## config.mk

```make
export PLATFORM = sky130hd
export DESIGN_NAME = dat_mem_arb
export DESIGN_NICKNAME = d
export VERILOG_FILES = /design/src/rtl/dat_mem_arb.sv
export SDC_FILE = /design/constraint.sdc
export NUM_CORES = 1
export LEC_CHECK = 0
export CAP_MARGIN = 10
export CORE_AREA = 2 2 120 122
export DETAILED_ROUTE_END_ITERATION = 8
export DIE_AREA = 0 0 122 124
export PLACE_DENSITY = 0.63
export SLEW_MARGIN = 30
export SYNTH_ARGS = -nofsm -noshare
export SYNTH_HDL_FRONTEND = slang
export SYNTH_SLANG_ARGS = --single-unit
```

## constraint.sdc

```tcl
create_clock -name clk -period 7.13 [get_ports clk]
set_input_delay 1.426 -clock clk [delete_from_list [all_inputs] [get_ports clk]]
set_output_delay 1.426 -clock clk [all_outputs]
set_load 0.05 [all_outputs]
```

## src/rtl/dat_mem_arb.sv

```systemverilog
// Two-port arbiter/sequencer for the byte-addressed data memory: one access in flight,
// legality screening, one-cycle read return. Define DAT_MEM_ARB_RR_EN for round-robin.
module dat_mem_arb #(
  parameter int unsigned DEPTH = 4096
) (
  input  logic        clk,
  input  logic        rst_n,
  input  logic        p0_req,
  input  logic        p0_we,
  input  logic [31:0] p0_addr,
  input  logic [31:0] p0_wdat,
  input  logic [2:0]  p0_funct,
  output logic        p0_gnt,
  output logic        p0_rvalid,
  output logic [31:0] p0_rdat,
  output logic        p0_err,
  input  logic        p1_req,
  input  logic        p1_we,
  input  logic [31:0] p1_addr,
  input  logic [31:0] p1_wdat,
  input  logic [2:0]  p1_funct,
  output logic        p1_gnt,
  output logic        p1_rvalid,
  output logic [31:0] p1_rdat,
  output logic        p1_err,
  output logic [31:0] mem_addr,
  output logic [31:0] mem_wdat,
  output logic [2:0]  mem_funct,
  output logic        mem_read,
  output logic        mem_write,
  input  logic [31:0] mem_rdat
);

  localparam int unsigned AW = 32;
  localparam int unsigned DW = 32;
  localparam int unsigned FW = 3;
  localparam int unsigned SW = AW + 1;

  typedef enum logic [1:0] {IDLE, RD, ERR} state_t;

  typedef struct packed {
    logic          we;
    logic [AW-1:0] addr;
    logic [DW-1:0] wdat;
    logic [FW-1:0] funct;
  } req_t;

  state_t        state_q, state_d;
  logic          owner_q, owner_d;
  logic          sel;
  req_t          win;
  logic [SW-1:0] size;
  logic [1:0]    amask;
  logic          in_range, aligned, funct_ok, legal;

`ifdef DAT_MEM_ARB_RR_EN
  logic last_q;
  logic gnt_any;

  assign gnt_any = (state_q == IDLE) && (p0_req || p1_req);
  // On conflict the port not granted last wins; reset value favours port 0.
  assign sel = (p0_req && p1_req) ? ~last_q : ~p0_req;

  always_ff @(posedge clk or negedge rst_n) begin
    if (!rst_n)       last_q <= 1'b1;
    else if (gnt_any) last_q <= sel;
  end
`else
  assign sel = ~p0_req;
`endif

  assign win = sel ? req_t'{p1_we, p1_addr, p1_wdat, p1_funct}
                   : req_t'{p0_we, p0_addr, p0_wdat, p0_funct};

  assign mem_addr  = win.addr;
  assign mem_wdat  = win.wdat;
  assign mem_funct = win.funct;

  // Access size and alignment mask from funct[1:0].
  always_comb begin
    size  = SW'(4);
    amask = 2'b11;
    unique case (win.funct[1:0])
      2'b00:   begin size = SW'(1); amask = 2'b00; end
      2'b01:   begin size = SW'(2); amask = 2'b01; end
      default: begin size = SW'(4); amask = 2'b11; end
    endcase
  end

  always_comb begin
    funct_ok = 1'b0;
    unique case (win.funct)
      3'b000, 3'b001, 3'b010: funct_ok = 1'b1;
      3'b100, 3'b101:         funct_ok = ~win.we;
      default:                funct_ok = 1'b0;
    endcase
  end

  // 33-bit end address so the top of the 32-bit space cannot wrap into range.
  assign in_range = ({1'b0, win.addr} + size) <= SW'(DEPTH);
  assign aligned  = (win.addr[1:0] & amask) == 2'b00;
  assign legal    = in_range && aligned && funct_ok;

  always_ff @(posedge clk or negedge rst_n) begin
    if (!rst_n) begin
      state_q <= IDLE;
      owner_q <= 1'b0;
    end else begin
      state_q <= state_d;
      owner_q <= owner_d;
    end
  end

  always_comb begin
    state_d   = state_q;
    owner_d   = owner_q;
    p0_gnt    = 1'b0;
    p1_gnt    = 1'b0;
    mem_read  = 1'b0;
    mem_write = 1'b0;
    p0_rvalid = 1'b0;
    p1_rvalid = 1'b0;
    p0_err    = 1'b0;
    p1_err    = 1'b0;
    p0_rdat   = '0;
    p1_rdat   = '0;
    unique case (state_q)
      IDLE: begin
        if (p0_req || p1_req) begin
          p0_gnt  = ~sel;
          p1_gnt  = sel;
          owner_d = sel;
          if (!legal) begin
            state_d = ERR;
          end else if (win.we) begin
            mem_write = 1'b1;
          end else begin
            mem_read = 1'b1;
            state_d  = RD;
          end
        end
      end
      RD: begin
        state_d = IDLE;
        if (owner_q) begin
          p1_rvalid = 1'b1;
          p1_rdat   = mem_rdat;
        end else begin
          p0_rvalid = 1'b1;
          p0_rdat   = mem_rdat;
        end
      end
      ERR: begin
        state_d = IDLE;
        if (owner_q) begin
          p1_rvalid = 1'b1;
          p1_err    = 1'b1;
        end else begin
          p0_rvalid = 1'b1;
          p0_err    = 1'b1;
        end
      end
      default: state_d = IDLE;
    endcase
  end

endmodule

```

==> summary.txt <==
Outcome
  • Status: completed

Critical path
  • Crit path top cell by count: nand4_1
  • Reg2reg path depth: 2
  • CP required: 5700 ps
  • Crit. End Element: primary output
  • Worst path max stage delay: 510 ps
  • Startpoint types: input pin
  • Max Fanout on Critical Path: 4
  • Crit. Startpoint: p0_funct[1]
  • WP data arrival: 5150 ps
  • Worst r2r dst: owner_q$_DFFE_PN0P_
  • WS Path Type: input pin to primary output
  • Critical path, cell by cell: clkdlybuf4s50_1 -> mux2i_1 -> nand2_1 -> inv_1 -> ha_1 -> fa_1 -> a21oi_1 -> a221oi_2 -> nand4_1 -> xnor2_1 -> or4_1 -> nor4_2 -> nand4_1 -> nor3_4 -> buf_12
  • Flop2flop setup slack: 5930 ps
  • Reg-to-reg startpoint: owner_q$_DFFE_PN0P_
  • CP max stage cell: or4_1

Logic synthesis
  • Syn nets: 542
  • EDFF count, synth: 0
  • Top post-synthesis cells by area: mux2_2 (20%), and2_1 (8.6%), and3_1 (7.7%)
  • Register area share after synthesis: 2.800%
  • Yosys cell types: 62
  • Ys flop type: dfrtp_1
  • Yosys top cell by area: mux2_2
  • Post-synthesis register bit count: 3
  • Synthesized area per cell: 7.407 µm²
  • Top-area cell type share of the netlist area: 20.16%
  • Area of the mapped netlist: roughly 0.0027 mm²
  • Ys Warns: 0
  • Fraction of registers with async set/reset: 100.0%
  • Mapped Cells: 362

Clocking
  • Gates resized, CTS repair: 0
  • Number of CTS-inserted buffers: 3
  • Post-CTS setup buffers: 0
  • Longest Clk Path Bufs: 2
  • H-tree depth: 1
  • Num Clock Sinks: 3
  • Clk_lat worst skew: 220 ps
  • Cts hold-fix bufs: 0
  • Clock Pin Slew Worst Setup and Hold Paths: 30 ps
  • TritonCTS clock tree: done
  • Root buf cell: clkbuf_16

Die
  • Initial core utilization: between 10% and 20%
  • Die Area: 0.01513 mm²
  • Row cnt: 43
  • Die span in y: 124 µm
  • Die width: between 100 and 150 µm
  • Core Footprint: about 0.014 mm²
  • I/O Pins: 311

Power and ir drop
  • Leak: 2.370 nW
  • Total power per unit cell area: 109.9 mW/mm²
  • Maximum vdd drop: roughly 0.11 mV

Drt
  • Detail Route Antenna Nets: 0
  • First-iteration detailed-routing DRC count: 196
  • Final wirelength: ~16000 µm
  • Detailed-route DRC error count: 0
  • Via Count: 3996
  • WL/cell: 18.75 µm
  • Drt via density: about 4.8
  • First-pass DRT Iterations: 4

Min path
  • Hold WC Path Type: flop to flop
  • Hold Path Depth: 2
  • Hold Path End: state_q[1]$_DFFE_PN0P_
  • Hold Crit Start: state_q[1]$_DFFE_PN0P_

Timing
  • Max-slew headroom: 37.98%
  • Post-route clock period utilization: 92.25%
  • Total Negative Setup Slacks: 0 ps
  • Max Transition Viols Final: 0
  • Max Clock Freq: 0.1520 GHz
  • Crit path time final: 6578 ps
  • Final Setup Violations: 0
  • Worst-margin pin slew: between 900 and 1000 ps
  • Final Hold Fails: 0
  • Final Skew: 2.228 ps
  • RSZ-0062 raised after global routing: no

Final layout
  • Layout area overhead: 125.9%
  • Layout cells sized above 1: 11.85%
  • Fill cells: 1381
  • Final net count: 839
  • Finished Cell Area: 0.006057 mm²

GRT
  • Largest net degree at the start of global routing: 60
  • Antenna violations before repair: 1
  • GRT Util Overall: between 10% and 20%
  • Grt ovf: 0
  • Vias in the first global route: 4044
  • Global-route wire length before repair: 22310 µm

Placement
  • GP Congestion: slightly below 0.9
  • DP Wirelength: 13450 µm
  • # port buffers: 310
  • Post-DP Area: 0.005976 mm²

Flow run
  • Max_cap viols: 0
[metal layers]
metal | global-route usage [%] | wire, µm
met2 | 33.83 | 8107
met4 | 1.509 | 55
met5 | 0 | 0
met1 | 23.69 | 6356
met3 | 5.082 | 1213
[where the power goes]
group	internal, mW	switching (mW)
logic	0.225	0.306
registers	0.0216	0.0233
clock network	0.0737	0.0149
total	0.321	0.345
[final cells by class]
class                      count  area, µm²  share of cell area (%)
antenna                        1      2.502                 0.04131
clock buffer                   4      78.83                   1.301
inverter                      19      71.32                   1.177
multi-input combinational    317       2446                   40.38
sequential                     3      75.07                   1.239
tap                          180      225.2                   3.718
timing repair buffer         315       3158                   52.14
[per-stage QoR]
| stage | cells | hold slack [ps] | power [mW] | setup slack [ps] | util (%) |
|---|---|---|---|---|---|
| floorplan | 362 | 516.1 | 0.3433 | 38.57 | - |
| detailed placement | 834 | 548.3 | 0.5754 | 549.8 | 43.56 |
| CTS | 838 | 557.5 | 0.6687 | 520.4 | 44.13 |
| finish | 839 | 557.4 | 0.6656 | 552.5 | 44.15 |
| global route | 838 | 593.4 | 0.7017 | 188.3 | 44.13 |
| global placement | 834 | 536.3 | 0.5731 | 619.2 | 43.56 |
[kinds of logic after synthesis]
group	Yosys count	share of synthesized area, %
simple gates	174	38.59
mux	67	28.14
compound gates	59	16.57
buf+inv	42	6.952
xor+xnor	9	2.940
fa+ha+maj	8	4.013
flops	3	2.800
[cells in the final DEF, fill, tap and decap left out, types with 3 or more instances in the layout]
master	netlist	final
a21boi_0	3	3
a21o_1	3	3
a21oi_1	9	9
a221oi_2	3	3
a22oi_1	5	5
a31oi_1	3	3
and2_1	37	37
and3_1	33	33
buf_4	2	6
clkbuf_16	0	3
clkdlybuf4s50_1	0	307
dfrtp_1	3	3
ha_1	7	7
inv_1	17	17
mux2_2	48	47
mux2i_1	14	14
nand2_1	24	24
nand2b_1	7	7
nand3_1	20	20
nand3b_1	9	9
nand4_1	11	11
nand4b_1	4	4
nor2_1	11	11
nor2b_1	3	3
o2111ai_1	3	3
o21ai_0	12	12
xnor2_1	6	6
xor2_1	3	3
[sequential cells by signal, summed over array words and instances, names as in the netlist]
signal and cells:
owner_q 1, state_q 2
[critical path, delay by kind of cell]
kind | cells | cell delay [ps]
simple gates | 6 | 1790
buf+inv | 3 | 630
compound gates | 2 | 430
fa+ha+maj | 2 | 410
mux | 1 | 250
xor+xnor | 1 | 200
[synth_stat cells (9+ instances only)]
cell      instances
nand4_1          11
inv_1            17
nand2_1          24
and2_1           37
nor2_1           11
clkbuf_1         11
nand3b_1          9
and3_1           33
mux2_2           48
mux2i_1          14
o21ai_0          12
a21oi_1           9
nand3_1          20
[worst max-delay path by stage]
stage,endpoint,slack (ps),depth (start not counted)
finish,mem_read,550,15
global route,mem_read,190,15
CTS,mem_read,520,15
detailed placement,mem_read,550,15
global placement,mem_read,620,15
floorplan,mem_read,40,16
Power figures use the tool's default switching activity.
